[config.mk]
export PLATFORM = sky130hd
export DESIGN_NAME = mu0_acc_bank
export DESIGN_NICKNAME = d
export VERILOG_FILES = /design/src/rtl/mu0_acc_pkg.sv /design/src/rtl/mu0_acc_alu.sv /design/src/rtl/mu0_acc_bank.sv
export SDC_FILE = /design/constraint.sdc
export NUM_CORES = 1
export LEC_CHECK = 0
export ABC_AREA = 1
export CORE_ASPECT_RATIO = 1.4
export CORE_MARGIN = 2
export CORE_UTILIZATION = 50
export DETAILED_ROUTE_END_ITERATION = 12
export PLACE_DENSITY = 0.69
export SLEW_MARGIN = 20
export SYNTH_ARGS = -nofsm -noshare
export SYNTH_HDL_FRONTEND = slang
export SYNTH_HIERARCHICAL = 1
export SYNTH_SLANG_ARGS = --single-unit
export TNS_END_PERCENT = 30
[constraint.sdc]
create_clock -name clk -period 4.7 [get_ports clk]
set_input_delay 0.94 -clock clk [delete_from_list [all_inputs] [get_ports clk]]
set_output_delay 0.94 -clock clk [all_outputs]
set_load 0.02 [all_outputs]
[src/rtl/mu0_acc_pkg.sv]
// Shared opcode, state and helper definitions for the MU0 accumulator bank.
package mu0_acc_pkg;

  localparam logic [2:0] OPC_NOP  = 3'd0;
  localparam logic [2:0] OPC_LOAD = 3'd1;
  localparam logic [2:0] OPC_ADD  = 3'd2;
  localparam logic [2:0] OPC_SUB  = 3'd3;
  localparam logic [2:0] OPC_AND  = 3'd4;
  localparam logic [2:0] OPC_SHL  = 3'd5;
  localparam logic [2:0] OPC_SHR  = 3'd6;
  localparam logic [2:0] OPC_ASR  = 3'd7;

  typedef enum logic [2:0] {
    OP_NOP  = OPC_NOP,
    OP_LOAD = OPC_LOAD,
    OP_ADD  = OPC_ADD,
    OP_SUB  = OPC_SUB,
    OP_AND  = OPC_AND,
    OP_SHL  = OPC_SHL,
    OP_SHR  = OPC_SHR,
    OP_ASR  = OPC_ASR
  } op_t;

  typedef enum logic {
    ST_IDLE  = 1'b0,
    ST_SHIFT = 1'b1
  } state_t;

  // True for the opcodes that run through the multi-cycle shift sequence.
  function automatic logic is_shift(input op_t op);
    return (op == OP_SHL) || (op == OP_SHR) || (op == OP_ASR);
  endfunction

endpackage

[src/rtl/mu0_acc_alu.sv]
// Combinational single-cycle ALU for the accumulator bank (LOAD/ADD/SUB/AND).
module mu0_acc_alu
  import mu0_acc_pkg::*;
#(
  parameter int WIDTH = 16
) (
  input  logic [WIDTH-1:0] i_a,
  input  logic [WIDTH-1:0] i_b,
  input  op_t              i_op,
  output logic [WIDTH-1:0] o_result,
  output logic             o_carry,
  output logic             o_ovf,
  output logic             o_carry_we,
  output logic             o_ovf_we
);

  logic [WIDTH:0] w_sum;
  logic [WIDTH:0] w_diff;

  assign w_sum  = {1'b0, i_a} + {1'b0, i_b};
  // Top bit of the extended difference is the borrow.
  assign w_diff = {1'b0, i_a} - {1'b0, i_b};

  // Result and flag selection; NOP and shift opcodes pass the accumulator through untouched.
  always_comb begin
    o_result   = i_a;
    o_carry    = 1'b0;
    o_ovf      = 1'b0;
    o_carry_we = 1'b0;
    o_ovf_we   = 1'b0;
    case (i_op)
      OP_LOAD: o_result = i_b;
      OP_AND:  o_result = i_a & i_b;
      OP_ADD: begin
        o_result   = w_sum[WIDTH-1:0];
        o_carry    = w_sum[WIDTH];
        o_ovf      = (i_a[WIDTH-1] == i_b[WIDTH-1]) && (w_sum[WIDTH-1] != i_a[WIDTH-1]);
        o_carry_we = 1'b1;
        o_ovf_we   = 1'b1;
      end
      OP_SUB: begin
        o_result   = w_diff[WIDTH-1:0];
        o_carry    = ~w_diff[WIDTH];
        o_ovf      = (i_a[WIDTH-1] != i_b[WIDTH-1]) && (w_diff[WIDTH-1] != i_a[WIDTH-1]);
        o_carry_we = 1'b1;
        o_ovf_we   = 1'b1;
      end
      default: ;
    endcase
  end

endmodule

[src/rtl/mu0_acc_bank.sv]
// MU0 accumulator bank: NACC accumulators, single-cycle ALU ops, multi-cycle shifts.
// All state changes on the falling edge of clk, like the rest of the MU0 datapath.
//
// Handshake: a command is taken on a falling edge where op_valid && op_ready;
// op_ready is high only in IDLE, commands offered while it is low are dropped
// (not queued), and done is high for exactly the cycle after completion.
module mu0_acc_bank
  import mu0_acc_pkg::*;
#(
  parameter  int WIDTH = 16,
  parameter  int NACC  = 4,
  localparam int AW    = (NACC > 1) ? $clog2(NACC) : 1,
  localparam int SW    = $clog2(WIDTH)
) (
  input  logic             clk,
  input  logic             rst_n,
  input  logic             op_valid,
  output logic             op_ready,
  input  logic [2:0]       op,
  input  logic [AW-1:0]    sel,
  input  logic [WIDTH-1:0] operand,
  input  logic [SW-1:0]    shamt,
  input  logic [AW-1:0]    rd_sel,
  output logic [WIDTH-1:0] rd_data,
  output logic             rd_n,
  output logic             rd_z,
  output logic             carry,
  output logic             ovf,
  output logic             done,
  output state_t           dbg_state
);

  logic [WIDTH-1:0] r_acc [NACC];
  logic             r_carry;
  logic             r_ovf;
  logic             r_done;
  state_t           r_state;
  logic [SW-1:0]    r_cnt;
  logic [AW-1:0]    r_sel;
  op_t              r_op;

  state_t           w_state_nxt;
  logic             w_done_nxt;
  op_t              w_op;
  logic             w_accept;
  logic             w_sel_ok;
  logic             w_rd_ok;
  logic             w_start_shift;
  logic [WIDTH-1:0] w_tgt;
  logic [WIDTH-1:0] w_alu_res;
  logic             w_alu_carry;
  logic             w_alu_ovf;
  logic             w_alu_carry_we;
  logic             w_alu_ovf_we;
  logic [WIDTH-1:0] w_sh_cur;
  logic [WIDTH-1:0] w_sh_next;
  logic             w_sh_carry;

  assign w_op          = op_t'(op);
  assign w_accept      = op_valid && (r_state == ST_IDLE);
  // Out-of-range selects complete as a no-op rather than touching any register.
  assign w_sel_ok      = ({1'b0, sel} < (AW + 1)'(NACC));
  assign w_rd_ok       = ({1'b0, rd_sel} < (AW + 1)'(NACC));
  assign w_start_shift = is_shift(w_op) && (shamt != '0) && w_sel_ok;
  assign w_tgt         = w_sel_ok ? r_acc[sel] : '0;

  mu0_acc_alu #(.WIDTH(WIDTH)) u_alu (
    .i_a        (w_tgt),
    .i_b        (operand),
    .i_op       (w_op),
    .o_result   (w_alu_res),
    .o_carry    (w_alu_carry),
    .o_ovf      (w_alu_ovf),
    .o_carry_we (w_alu_carry_we),
    .o_ovf_we   (w_alu_ovf_we)
  );

  // One-bit shift step on the latched target; carry takes the bit shifted out.
  assign w_sh_cur = r_acc[r_sel];
  always_comb begin
    w_sh_next  = w_sh_cur;
    w_sh_carry = r_carry;
    case (r_op)
      OP_SHL: {w_sh_carry, w_sh_next} = {w_sh_cur, 1'b0};
      OP_SHR: {w_sh_next, w_sh_carry} = {1'b0, w_sh_cur};
      OP_ASR: {w_sh_next, w_sh_carry} = {w_sh_cur[WIDTH-1], w_sh_cur};
      default: ;
    endcase
  end

  // Next-state and done-pulse decode.
  always_comb begin
    w_state_nxt = r_state;
    w_done_nxt  = 1'b0;
    case (r_state)
      ST_IDLE: begin
        if (w_accept) begin
          if (w_start_shift) w_state_nxt = ST_SHIFT;
          else               w_done_nxt  = 1'b1;
        end
      end
      ST_SHIFT: begin
        if (r_cnt <= SW'(1)) begin
          w_state_nxt = ST_IDLE;
          w_done_nxt  = 1'b1;
        end
      end
      default: w_state_nxt = ST_IDLE;
    endcase
  end

  // FSM state and done register.
  always_ff @(negedge clk or negedge rst_n) begin
    if (!rst_n) begin
      r_state <= ST_IDLE;
      r_done  <= 1'b0;
    end else begin
      r_state <= w_state_nxt;
      r_done  <= w_done_nxt;
    end
  end

  // Accumulator array, flags and shift bookkeeping.
  always_ff @(negedge clk or negedge rst_n) begin
    if (!rst_n) begin
      for (int i = 0; i < NACC; i++) r_acc[i] <= '0;
      r_carry <= 1'b0;
      r_ovf   <= 1'b0;
      r_cnt   <= '0;
      r_sel   <= '0;
      r_op    <= OP_NOP;
    end else if (w_accept && w_sel_ok) begin
      if (w_start_shift) begin
        r_cnt <= shamt;
        r_sel <= sel;
        r_op  <= w_op;
      end else begin
        r_acc[sel] <= w_alu_res;
        if (w_alu_carry_we) r_carry <= w_alu_carry;
        if (w_alu_ovf_we)   r_ovf   <= w_alu_ovf;
      end
    end else if (r_state == ST_SHIFT) begin
      r_acc[r_sel] <= w_sh_next;
      r_carry      <= w_sh_carry;
      r_cnt        <= r_cnt - SW'(1);
    end
  end

  assign op_ready  = (r_state == ST_IDLE);
  assign rd_data   = w_rd_ok ? r_acc[rd_sel] : '0;
  assign rd_n      = rd_data[WIDTH-1];
  assign rd_z      = (rd_data == '0);
  assign carry     = r_carry;
  assign ovf       = r_ovf;
  assign done      = r_done;
  assign dbg_state = r_state;

endmodule

==> flow_metrics.env, run 1 <==
export IMPL_synth_compound_area_frac=0.1523
export IMPL_wl_per_cell_um=18.82
export IMPL_drc_errors=0
export IMPL_clock_sinks=77
export IMPL_ctsHoldBuffers=0
export IMPL_synthCells=1472
export IMPL_synth_edff_count=0
export IMPL_regArea_um2=1927
export IMPL_synth_seq_cells=77
export IMPL_rows=56
export IMPL_setup_ws_ps=-918.3
export IMPL_clkTransAtPathRegs_ps=40
export IMPL_area_delta_synth_final_pct=47.27
export IMPL_wl_um=36890
export IMPL_slowest_stage="ha_4"
export IMPL_startpoint_type="primary input"
export IMPL_die_h_um=158.6
export IMPL_antennaDiodeCount=0
export IMPL_port_buffers=52
export IMPL_synthXorXnorAreaFrac=0.004103
export IMPL_grt_ovfl_total=0
export IMPL_drive_above_1_share=0.3318
export IMPL_synthSimpleGateAreaFrac=0.4361
export IMPL_synth_area_per_cell_um2=5.800
export IMPL_final_hold_viol_count=0
export IMPL_yosys_warnings=6
export IMPL_critPathTopFamily="buffers and inverters"
export IMPL_cap_violations=0
export IMPL_synth_most_common_cell="nand2_1"
export IMPL_synth_nets=1538
export IMPL_p_switching_uw=4477
export IMPL_cts_tree="yes"
export IMPL_combinationalPowerShare=0.771
export IMPL_ys_top_cells_by_count="528 x nand2_1, 170 x nor2_1, 151 x inv_1"
export IMPL_cp_required_ps=2540
export IMPL_grt_max_degree=38
export IMPL_synth_cell_types=44
export IMPL_violations="setup timing"
export IMPL_critPathKind="in2reg"
export IMPL_post_dp_hpwl_um=25110
export IMPL_synthArstFlopShare=1.000
export IMPL_p_sw_frac=0.5217
export IMPL_nets=1818
export IMPL_skew_ps=8.311
export IMPL_final_cells=1960
export IMPL_synth_fa_ha_area_frac=0.05451
export IMPL_end_kind="register"
export IMPL_place_congestion=0.9843
export IMPL_antenna_found_initial=0
export IMPL_start_util=0.5099
export IMPL_grt_pass1_vias=10960
export IMPL_max_stage_delay_ps=330
export IMPL_ys_top_cells_by_area="nand2_1 23%, dfrtn_1 23%, a21oi_1 8.7%"
export IMPL_synth_top_area_frac=0.2321
export IMPL_setup_violations=67
export IMPL_core_um2=16750
export IMPL_hp_class="reg2reg"
export IMPL_max_slew_margin=0.4028
export IMPL_arrival_ps=3460
export IMPL_via_per_inst=5.834
export IMPL_vias=11440
export IMPL_rsz0062_at_grt="true"
export IMPL_die_area_um2=18150
export IMPL_p_per_area_nw_per_um2=682.4
export IMPL_synth_largest_area_cell="nand2_1"
export IMPL_clockBufferDepth=2
export IMPL_multi_input_area_um2=6502
export IMPL_seq_power_share=0.142
export IMPL_dp_cells=1917
export IMPL_numCtsBuffers=9
export IMPL_nFillCells=1373
export IMPL_synth_seq_area_share=0.2257
export IMPL_htreeDepth=3
export IMPL_status="finished, violations left"
export IMPL_crit_buf_inv=6
export IMPL_peakVddDrop_mv=0.3499
export IMPL_die_x_um=114.4
export IMPL_power_frac_clock=0.087
export IMPL_drtPass1Iterations=6
export IMPL_crit_chain="buf_12, nor2_4, buf_12, buf_12, a22oi_2, nand3_4, ha_4, buf_6, nor2_4, buf_4, nand2_1, nand2_2, a21oi_4, nand2_2, buf_4, xor2_1, nand2_1, nand2_1, mux2_2"
export IMPL_grt_usage=0.4089
export IMPL_clk_latency_ps=360
export IMPL_synth_top_family_by_area="simple AND/OR/NAND/NOR gates"
export IMPL_muxShareOfSynthArea=0.003957
export IMPL_pre_cts_ws_ps=-1818
export IMPL_internal_power_uw=4104
export IMPL_worst_pin_slew_ps=894.8
export IMPL_leakage_uw=0.006450
export IMPL_synthFlopType="dfrtn_1"
export IMPL_io_pins=53
export IMPL_cts_root_buf="clkbuf_16"
export IMPL_drtIter0Drc=1551
export IMPL_drv_slew=0
export IMPL_ant_nets=0
export IMPL_syn_cell_area_um2=8538
export IMPL_crit_path_max_fanout=6
export IMPL_grt_pass1_wl_um=56830
## power groups by stage
stage / combinational, uW / sequential, uW / clock, uW
global placement: 5730 / 1210 / 0
global route: 7110 / 1250 / 774
finish: 6610 / 1220 / 745
floorplan: 3380 / 1320 / 0
CTS: 6260 / 1210 / 746
detailed placement: 5790 / 1220 / 0
## layout by cell type, fill, tap and decap left out, types with 23 or more instances in the layout
master | Yosys | routed
nand3_2 | 2 | 23
a21oi_1 | 149 | 137
inv_1 | 151 | 120
nor2_1 | 170 | 149
inv_2 | 13 | 39
buf_4 | 10 | 262
nand3_1 | 116 | 91
clkdlybuf4s50_1 | 0 | 27
nand2_2 | 8 | 60
nand4_1 | 31 | 31
nand2_1 | 528 | 464
dfrtn_1 | 77 | 77
## layer usage
metal | part of all wire | GRT usage | up-vias
met2 | 0.46 | 0.6827 | 700
met1 | 0.36 | 0.4717 | 5215
met5 | 0 | 0 | -
met4 | 0.082 | 0.2875 | 0
met3 | 0.099 | 0.07156 | 240
li1 | - | - | 5280
## cell type report
class	count	area share
Clock buffer	10	0.01900
Clock inverter	6	0.005672
Inverter	167	0.05224
Multi-Input combinational cell	1157	0.5171
Sequential cell	77	0.1532
Tap cell	203	0.02020
Timing Repair Buffer	340	0.2325
## what timing repair did
item	CTS	global route
endpoints found under the hold margin	0	0
resized for setup	259	65
endpoints found under the setup margin	87	80
buffers inserted	19	14
gates cloned	2	0
pin swaps	144	38
## flip-flops by register name (all words and copies together), names as in the netlist
register   count
dbg_state      1
ovf            1
done           1
carry          1
r_op           3
r_acc         64
r_cnt          4
r_sel          2
## worst reg2reg max path: cells and delay by family, from the launching register on
| kind | cells | cell delay (ps) |
|---|---|---|
| AOI/OAI and AO/OA | 2 | 360 |
| DFF | 1 | 340 |
| adders and majority gates | 1 | 370 |
| and+or+nand+nor | 11 | 1060 |
| buffers and inverters | 4 | 470 |
## cells by family after synthesis
group	Yosys count
and+or+nand+nor	883
xor gates and xnor gates	4
buffers and inverters	238
DFF	77
AOI/OAI and AO/OA	231
adders and majority gates	36
muxes	3
## stage by stage
stage / TNS, ps / total power (uW) / area (um2) / util / hold slack [ps]
CTS: -45730 / 8218 / 12350 / 0.7377 / 462.5
detailed placement: -109200 / 7015 / 11260 / 0.6726 / 459.0
finish: -46680 / 8581 / 12570 / 0.7509 / 496.7
global route: -55150 / 9142 / 12570 / 0.7509 / 503.8
floorplan: -32530 / 4700 / 8836 / - / 431.2
global placement: -107270 / 6938 / 11260 / 0.6726 / 445.9
## final timing paths
check | start | end | slack [ps] | cells past startpoint
hold / removal | carry | carry | 500 | 2
hold reg to reg | carry | carry | 500 | 2
min in group asynchronous | rst_n | r_acc[49] | 2750 | 1
setup reg to reg | r_acc[5] | r_acc[46] | 1930 | 18
setup / recovery | sel[0] | ovf | -920 | 19
max in group asynchronous | rst_n | r_acc[28] | 1430 | 2
Power figures use the tool's default switching activity.
==> run 2: changes to the inputs <==
--- a/config.mk
+++ b/config.mk
@@ -8,9 +8,10 @@
 export ABC_AREA = 1
 export CORE_ASPECT_RATIO = 1.4
 export CORE_MARGIN = 2
-export CORE_UTILIZATION = 50
+export CORE_UTILIZATION = 63
 export DETAILED_ROUTE_END_ITERATION = 12
-export PLACE_DENSITY = 0.69
+export PLACE_DENSITY = 0.84
+export SETUP_SLACK_MARGIN = 0.1
 export SLEW_MARGIN = 20
 export SYNTH_ARGS = -nofsm -noshare
 export SYNTH_HDL_FRONTEND = slang
==> flow_metrics.env, run 2 <==
export IMPL_stop_stage="global routing"
export IMPL_synthCells=1472
export IMPL_syn_cell_area_um2=8538
export IMPL_synth_cell_types=44
export IMPL_synthArstFlopShare=1.000
export IMPL_synth_seq_area_share=0.2257
export IMPL_start_util=0.6408
export IMPL_die_x_um=102.4
export IMPL_tool_error="[ERROR GRT-0116] Global routing finished with congestion. Check the congestion regions in the DRC Viewer."
export IMPL_grt_usage=0.8033
export IMPL_numCtsBuffers=9
export IMPL_grt_max_degree=34
export IMPL_ys_top_cells_by_area="nand2_1 23%, dfrtn_1 23%, a21oi_1 8.7%"
export IMPL_synth_top_family_by_area="simple AND/OR/NAND/NOR gates"
export IMPL_synth_seq_cells=77
export IMPL_htreeDepth=3
export IMPL_io_pins=53
export IMPL_synth_edff_count=0
export IMPL_synthFlopType="dfrtn_1"
export IMPL_clockBufferDepth=2
export IMPL_place_congestion=1.048
export IMPL_synth_top_area_frac=0.2321
export IMPL_synth_largest_area_cell="nand2_1"
export IMPL_synth_fa_ha_area_frac=0.05451
export IMPL_synth_area_per_cell_um2=5.800
export IMPL_pre_cts_ws_ps=-1914
export IMPL_rows=50
export IMPL_die_h_um=141.7
export IMPL_yosys_warnings=6
export IMPL_grt_pass1_vias=15440
export IMPL_ys_top_cells_by_count="528 x nand2_1, 170 x nor2_1, 151 x inv_1"
export IMPL_grt_ovfl_total=21
export IMPL_status="aborted with a tool error"
export IMPL_synth_compound_area_frac=0.1523
export IMPL_clock_sinks=77
export IMPL_grt_pass1_wl_um=88300
export IMPL_synth_most_common_cell="nand2_1"
export IMPL_cts_root_buf="clkbuf_16"
export IMPL_muxShareOfSynthArea=0.003957
export IMPL_synthSimpleGateAreaFrac=0.4361
export IMPL_synthXorXnorAreaFrac=0.004103
export IMPL_port_buffers=52
export IMPL_synth_nets=1538
export IMPL_post_dp_hpwl_um=25420
run 2: cell counts after synthesis:
No cell type changed its count.
run 2: cells by family after synthesis:
group / after synthesis
xor gates and xnor gates: 4
buffers and inverters: 238
AOI/OAI and AO/OA: 231
and+or+nand+nor: 883
adders and majority gates: 36
muxes: 3
DFF: 77
run 2: layer usage:
metal | global-route usage | overflow
met2 | 0.9211 | 7
met1 | 0.8106 | 2
met3 | 0.7084 | 1
met5 | 0.3516 | 0
met4 | 0.7698 | 11
run 2: stage by stage:
stage	area (um2)	setup TNS, ps	instances	hold WS (ps)
3_3_place_gp	11270	-107850	1902	446.2
4_1_cts	12450	-50300	1938	485.8
2_1_floorplan	8836	-32530	1472	431.2
3_5_place_dp	11270	-112060	1902	468.1
run 2: timing repair:
| action | CTS |
|---|---|
| setup endpoints to repair | 91 |
| gates cloned | 1 |
| resized for setup | 285 |
| endpoints found under the hold margin | 0 |
| hold buffers | 0 |
| pin swaps | 107 |
| setup buffers | 20 |
==> run 3: changes to the inputs <==
--- a/config.mk
+++ b/config.mk
@@ -6,12 +6,10 @@
 export NUM_CORES = 1
 export LEC_CHECK = 0
 export ABC_AREA = 1
-export CORE_ASPECT_RATIO = 1.4
 export CORE_MARGIN = 2
-export CORE_UTILIZATION = 63
+export CORE_UTILIZATION = 40
 export DETAILED_ROUTE_END_ITERATION = 12
-export PLACE_DENSITY = 0.84
-export SETUP_SLACK_MARGIN = 0.1
+export PLACE_DENSITY_LB_ADDON = 0.15
 export SLEW_MARGIN = 20
 export SYNTH_ARGS = -nofsm -noshare
 export SYNTH_HDL_FRONTEND = slang
==> flow_metrics.env, run 3 (same netlist as run 1, synthesis figures left out) <==
export IMPL_cts_root_buf="clkbuf_16"
export IMPL_grt_pass1_wl_um=56750
export IMPL_io_pins=53
export IMPL_die_h_um=150.1
export IMPL_violations="setup timing"
export IMPL_vias=11160
export IMPL_area_delta_synth_final_pct=52.90
export IMPL_setup_ws_ps=-858.1
export IMPL_nFillCells=1917
export IMPL_clockBufferDepth=2
export IMPL_via_per_inst=5.453
export IMPL_final_util=0.6230
export IMPL_wl_per_cell_um=18.08
export IMPL_drv_slew=0
export IMPL_place_congestion=0.9675
export IMPL_top_regs="r_acc: 64 flops, r_cnt: 4 flops, r_op: 3 flops"
export IMPL_critPathTopFamily="simple AND/OR/NAND/NOR gates"
export IMPL_min_delay_start="carry"
export IMPL_cp_required_ps=2550
export IMPL_final_cell_mix="453 x nand2_1, 265 x buf_4, 151 x nor2_1"
export IMPL_whs_path_depth=2
export IMPL_post_dp_hpwl_um=25240
export IMPL_arrival_ps=3400
export IMPL_r2r_cells=16
export IMPL_drtPass1Iterations=5
export IMPL_antenna_found_initial=0
export IMPL_max_slew_margin=0.3792
export IMPL_worstHoldEndpoint="carry"
export IMPL_final_common_cell="nand2_1"
export IMPL_r2r_setup_slack_ps=1950
export IMPL_final_hold_viol_count=0
export IMPL_htreeDepth=3
export IMPL_grt_ovfl_total=0
export IMPL_clkTransAtPathRegs_ps=50
export IMPL_pre_cts_ws_ps=-1892
export IMPL_wl_um=37000
export IMPL_numCtsBuffers=9
export IMPL_post_dp_cell_area_um2=11340
export IMPL_rsz0062_at_grt="true"
export IMPL_rows=53
export IMPL_r2r_start="r_acc[49]"
export IMPL_cp_startpoint="sel[1]"
export IMPL_drc_errors=0
export IMPL_cts_tree="yes"
export IMPL_final_area_um2=13060
export IMPL_drive_above_1_share=0.3523
export IMPL_die_x_um=150.1
export IMPL_status="finished, violations left"
export IMPL_max_stage_delay_ps=360
export IMPL_antennaDiodeCount=0
export IMPL_die_area_um2=22530
export IMPL_crit_path_max_fanout=6
export IMPL_clock_sinks=77
export IMPL_p_total_uw=8755
export IMPL_largest_reg_flops=64
export IMPL_peakVddDrop_mv=0.2914
export IMPL_start_util=0.4075
export IMPL_p_per_area_nw_per_um2=670.6
export IMPL_slowest_stage="ha_4"
export IMPL_skew_ps=7.349
export IMPL_setup_violations=67
export IMPL_grt_usage=0.3274
export IMPL_r2r_end="r_acc[28]"
export IMPL_port_buffers=52
export IMPL_clk_latency_ps=360
export IMPL_leakage_uw=0.006566
export IMPL_drtIter0Drc=1006
export IMPL_crit_chain="buf_12, inv_8, nor2_4, buf_12, buf_6, a22oi_2, nand2_2, ha_4, inv_1, nand2_1, nand2_2, o21bai_4, nand2_1, nand4_1, nand3_2, nand4_1, inv_2, nor2_1, nor2_1, a21oi_1"
export IMPL_ant_nets=0
export IMPL_worst_pin_slew_ps=930.2
export IMPL_grt_pass1_vias=10790
export IMPL_regMostFlops="r_acc"
export IMPL_crit_buf_inv=6
export IMPL_startpoint_type="primary input"
export IMPL_grt_max_degree=37
export IMPL_end_kind="register"
export IMPL_critPathKind="in2reg"
export IMPL_ctsHoldBuffers=0
export IMPL_nets=1832
export IMPL_cap_violations=0
export IMPL_hp_class="reg2reg"
export IMPL_core_um2=20960
run 3: through the flow:
step,hold WS [ps],cells,setup TNS (ps)
2_1_floorplan,431.2,1472,-32530
3_3_place_gp,445.5,1985,-111450
3_5_place_dp,446.5,1985,-113690
4_1_cts,449.3,2036,-46240
5_1_grt,466.5,2046,-52490
6_report,434.2,2046,-45690
run 3: layer usage:
layer / track usage / up-vias / part of all wire
met3: 0.07000 / 137 / 0.10
met5: 0 / - / 0
met1: 0.4060 / 5136 / 0.39
li1: - / 5315 / -
met4: 0.1453 / 0 / 0.043
met2: 0.5473 / 569 / 0.46
run 3: worst register-to-register path: stages (launching register included):
cell and delay [ps]:
dfrtn_1 340, buf_4 140, a22oi_1 210, nand2_2 190
buf_6 180, buf_6 110, fa_2 440, nand3_4 100
nand3_4 80, nand3_2 80, nand4_1 90, nand3_2 100
nand4_1 160, inv_2 140, nor2_1 60, nor2_1 110
a21oi_1 80
run 3: how the worst max path moves through the flow:
stage / endpoint / slack, ps / cells after the start
2_1_floorplan: r_acc[61] / -600 / 19
3_3_place_gp: r_acc[15] / -1840 / 21
3_5_place_dp: r_acc[15] / -1890 / 22
4_1_cts: r_acc[15] / -870 / 22
5_1_grt: r_acc[29] / -990 / 20
6_report: r_acc[28] / -860 / 20
run 3: final cells by class:
cell class | instances | area (um2) | share of cell area
Multi-Input combinational cell | 1158 | 6761 | 0.5179
Clock buffer | 10 | 229.0 | 0.01754
Tap cell | 275 | 344.1 | 0.02636
Inverter | 167 | 666.9 | 0.05108
Sequential cell | 77 | 1927 | 0.1476
Clock inverter | 6 | 63.81 | 0.004888
Timing Repair Buffer | 353 | 3063 | 0.2346
run 3: timing repair:
item	CTS	global route
gates cloned	2	0
setup buffers	36	13
setup endpoints to repair	86	79
resized for setup	298	84
pin swaps	166	73
run 3: report_power, final:
| group | leakage, uW | internal (uW) | total, uW | switching [uW] |
|---|---|---|---|---|
| registers | 0.000909 | 1040 | 1210 | 175 |
| logic | 0.00552 | 2750 | 6820 | 4070 |
| clock network | 0.000138 | 411 | 725 | 314 |
==> run 4: changes to the inputs <==
--- a/config.mk
+++ b/config.mk
@@ -10,6 +10,7 @@
 export CORE_UTILIZATION = 40
 export DETAILED_ROUTE_END_ITERATION = 12
 export PLACE_DENSITY_LB_ADDON = 0.15
+export SKIP_CTS_REPAIR_TIMING = 1
 export SLEW_MARGIN = 20
 export SYNTH_ARGS = -nofsm -noshare
 export SYNTH_HDL_FRONTEND = slang
==> flow_metrics.env, run 4 (same netlist as run 1, synthesis figures left out) <==
export IMPL_max_slew_margin=0.3799
export IMPL_numCtsBuffers=9
export IMPL_setup_ws_ps=-990.0
export IMPL_antennaDiodeCount=0
export IMPL_rsz0062_at_grt="true"
export IMPL_peakVddDrop_mv=0.2989
export IMPL_end_kind="register"
export IMPL_skew_ps=7.767
export IMPL_cp_required_ps=2550
export IMPL_worst_pin_slew_ps=929.2
export IMPL_arrival_ps=3540
export IMPL_rows=53
export IMPL_critPathKind="in2reg"
export IMPL_nets=1805
export IMPL_clockBufferDepth=2
export IMPL_drive_above_1_share=0.3114
export IMPL_clock_sinks=77
export IMPL_power_frac_clock=0.086
export IMPL_die_h_um=150.1
export IMPL_port_buffers=52
export IMPL_grt_pass1_vias=10110
export IMPL_place_congestion=0.9675
export IMPL_p_switching_uw=4390
export IMPL_internal_power_uw=4031
export IMPL_hp_class="reg2reg"
export IMPL_crit_path_max_fanout=7
export IMPL_grt_pass1_wl_um=53970
export IMPL_start_util=0.4075
export IMPL_max_stage_delay_ps=330
export IMPL_cap_violations=0
export IMPL_grt_max_degree=37
export IMPL_setup_violations=86
export IMPL_setup_tns_ps=-59820
export IMPL_crit_chain="clkbuf_2, buf_6, inv_4, nor2_4, buf_12, buf_6, a22oi_2, nand2_2, ha_4, nor2_4, nand2_1, nor3_2, nand2_2, nand2_1, nand2_1, nand3_2, nand4_1, inv_2, nor2_1, nor2_1, a21oi_1"
export IMPL_pre_cts_ws_ps=-1892
export IMPL_cts_root_buf="clkbuf_16"
export IMPL_wl_per_cell_um=17.94
export IMPL_violations="setup timing"
export IMPL_slowest_stage="ha_4"
export IMPL_cts_tree="yes"
export IMPL_final_util=0.6001
export IMPL_p_per_area_nw_per_um2=669.6
export IMPL_seq_power_share=0.144
export IMPL_vias=10910
export IMPL_drtPass1Iterations=6
export IMPL_die_area_um2=22530
export IMPL_htreeDepth=3
export IMPL_grt_usage=0.3127
export IMPL_area_delta_synth_final_pct=47.29
export IMPL_ant_nets=0
export IMPL_drc_errors=0
export IMPL_drtIter0Drc=1091
export IMPL_drv_slew=0
export IMPL_status="finished, violations left"
export IMPL_path_common_cell="nand2_1"
export IMPL_crit_buf_inv=6
export IMPL_p_sw_frac=0.5213
export IMPL_leakage_uw=0.006316
export IMPL_combinationalPowerShare=0.770
export IMPL_clk_latency_ps=360
export IMPL_startpoint_type="primary input"
export IMPL_core_um2=20960
export IMPL_post_dp_hpwl_um=25240
export IMPL_wl_um=36210
export IMPL_grt_ovfl_total=0
export IMPL_largest_reg_flops=64
export IMPL_critPathTopFamily="simple AND/OR/NAND/NOR gates"
export IMPL_die_x_um=150.1
export IMPL_via_per_inst=5.404
export IMPL_nFillCells=1997
export IMPL_clkTransAtPathRegs_ps=50
export IMPL_final_hold_viol_count=0
export IMPL_regMostFlops="r_acc"
export IMPL_final_cell_mix="470 x nand2_1, 246 x buf_4, 150 x nor2_1"
export IMPL_antenna_found_initial=0
export IMPL_final_common_cell="nand2_1"
export IMPL_io_pins=53
export IMPL_top_regs="r_acc: 64 flops, r_cnt: 4 flops, r_op: 3 flops"
run 4: worst paths after layout:
path / start / end / slack (ps) / cells after the start
worst min-delay path: carry / carry / 440 / 2
worst min register to register: carry / carry / 440 / 2
worst max register to register: r_acc[6] / r_acc[13] / 1970 / 17
worst max-delay path: sel[1] / r_acc[13] / -990 / 21
max in group asynchronous: rst_n / r_acc[10] / 1400 / 2
min in group asynchronous: rst_n / r_acc[16] / 2760 / 1
run 4: tightest hold or removal path: cells and delay by family, from the launching register on:
kind	cells	cell delay [ps]
and+or+nand+nor	2	120
DFF	1	410
run 4: power by group through the flow:
stage / logic (uW) / registers, uW / clock network (uW)
floorplan: 3380 / 1320 / 0
global placement: 5710 / 1210 / 0
detailed placement: 5750 / 1220 / 0
CTS: 5780 / 1210 / 728
global route: 7010 / 1250 / 755
finish: 6480 / 1220 / 721
run 4: layout make-up:
cell class                 instances  area [um2]  share of cell area
inverter                         167       661.9             0.05263
tap                              275       344.1             0.02736
clock inverter                     6       63.81            0.005074
multi-input combinational       1158        6495              0.5165
clock buffer                      10       229.0             0.01821
timing repair buffer             326        2855              0.2270
sequential                        77        1927              0.1532
run 4: per-layer routing:
layer | wire length (um) | global-route usage
met3 | 3321 | 0.06182
met2 | 16950 | 0.5215
met1 | 14720 | 0.3994
met5 | 0 | 0
met4 | 1216 | 0.1198
run 4: stage by stage:
stage / power [uW] / cell area [um2] / hold WS [ps] / cells
after floorplan: 4700 / 8836 / 431.2 / 1472
after global placement: 6916 / 11340 / 445.5 / 1985
after detailed placement: 6967 / 11340 / 446.5 / 1985
after CTS: 7715 / 11630 / 449.3 / 2001
after global routing: 9015 / 12580 / 472.6 / 2019
final: 8421 / 12580 / 442.2 / 2019
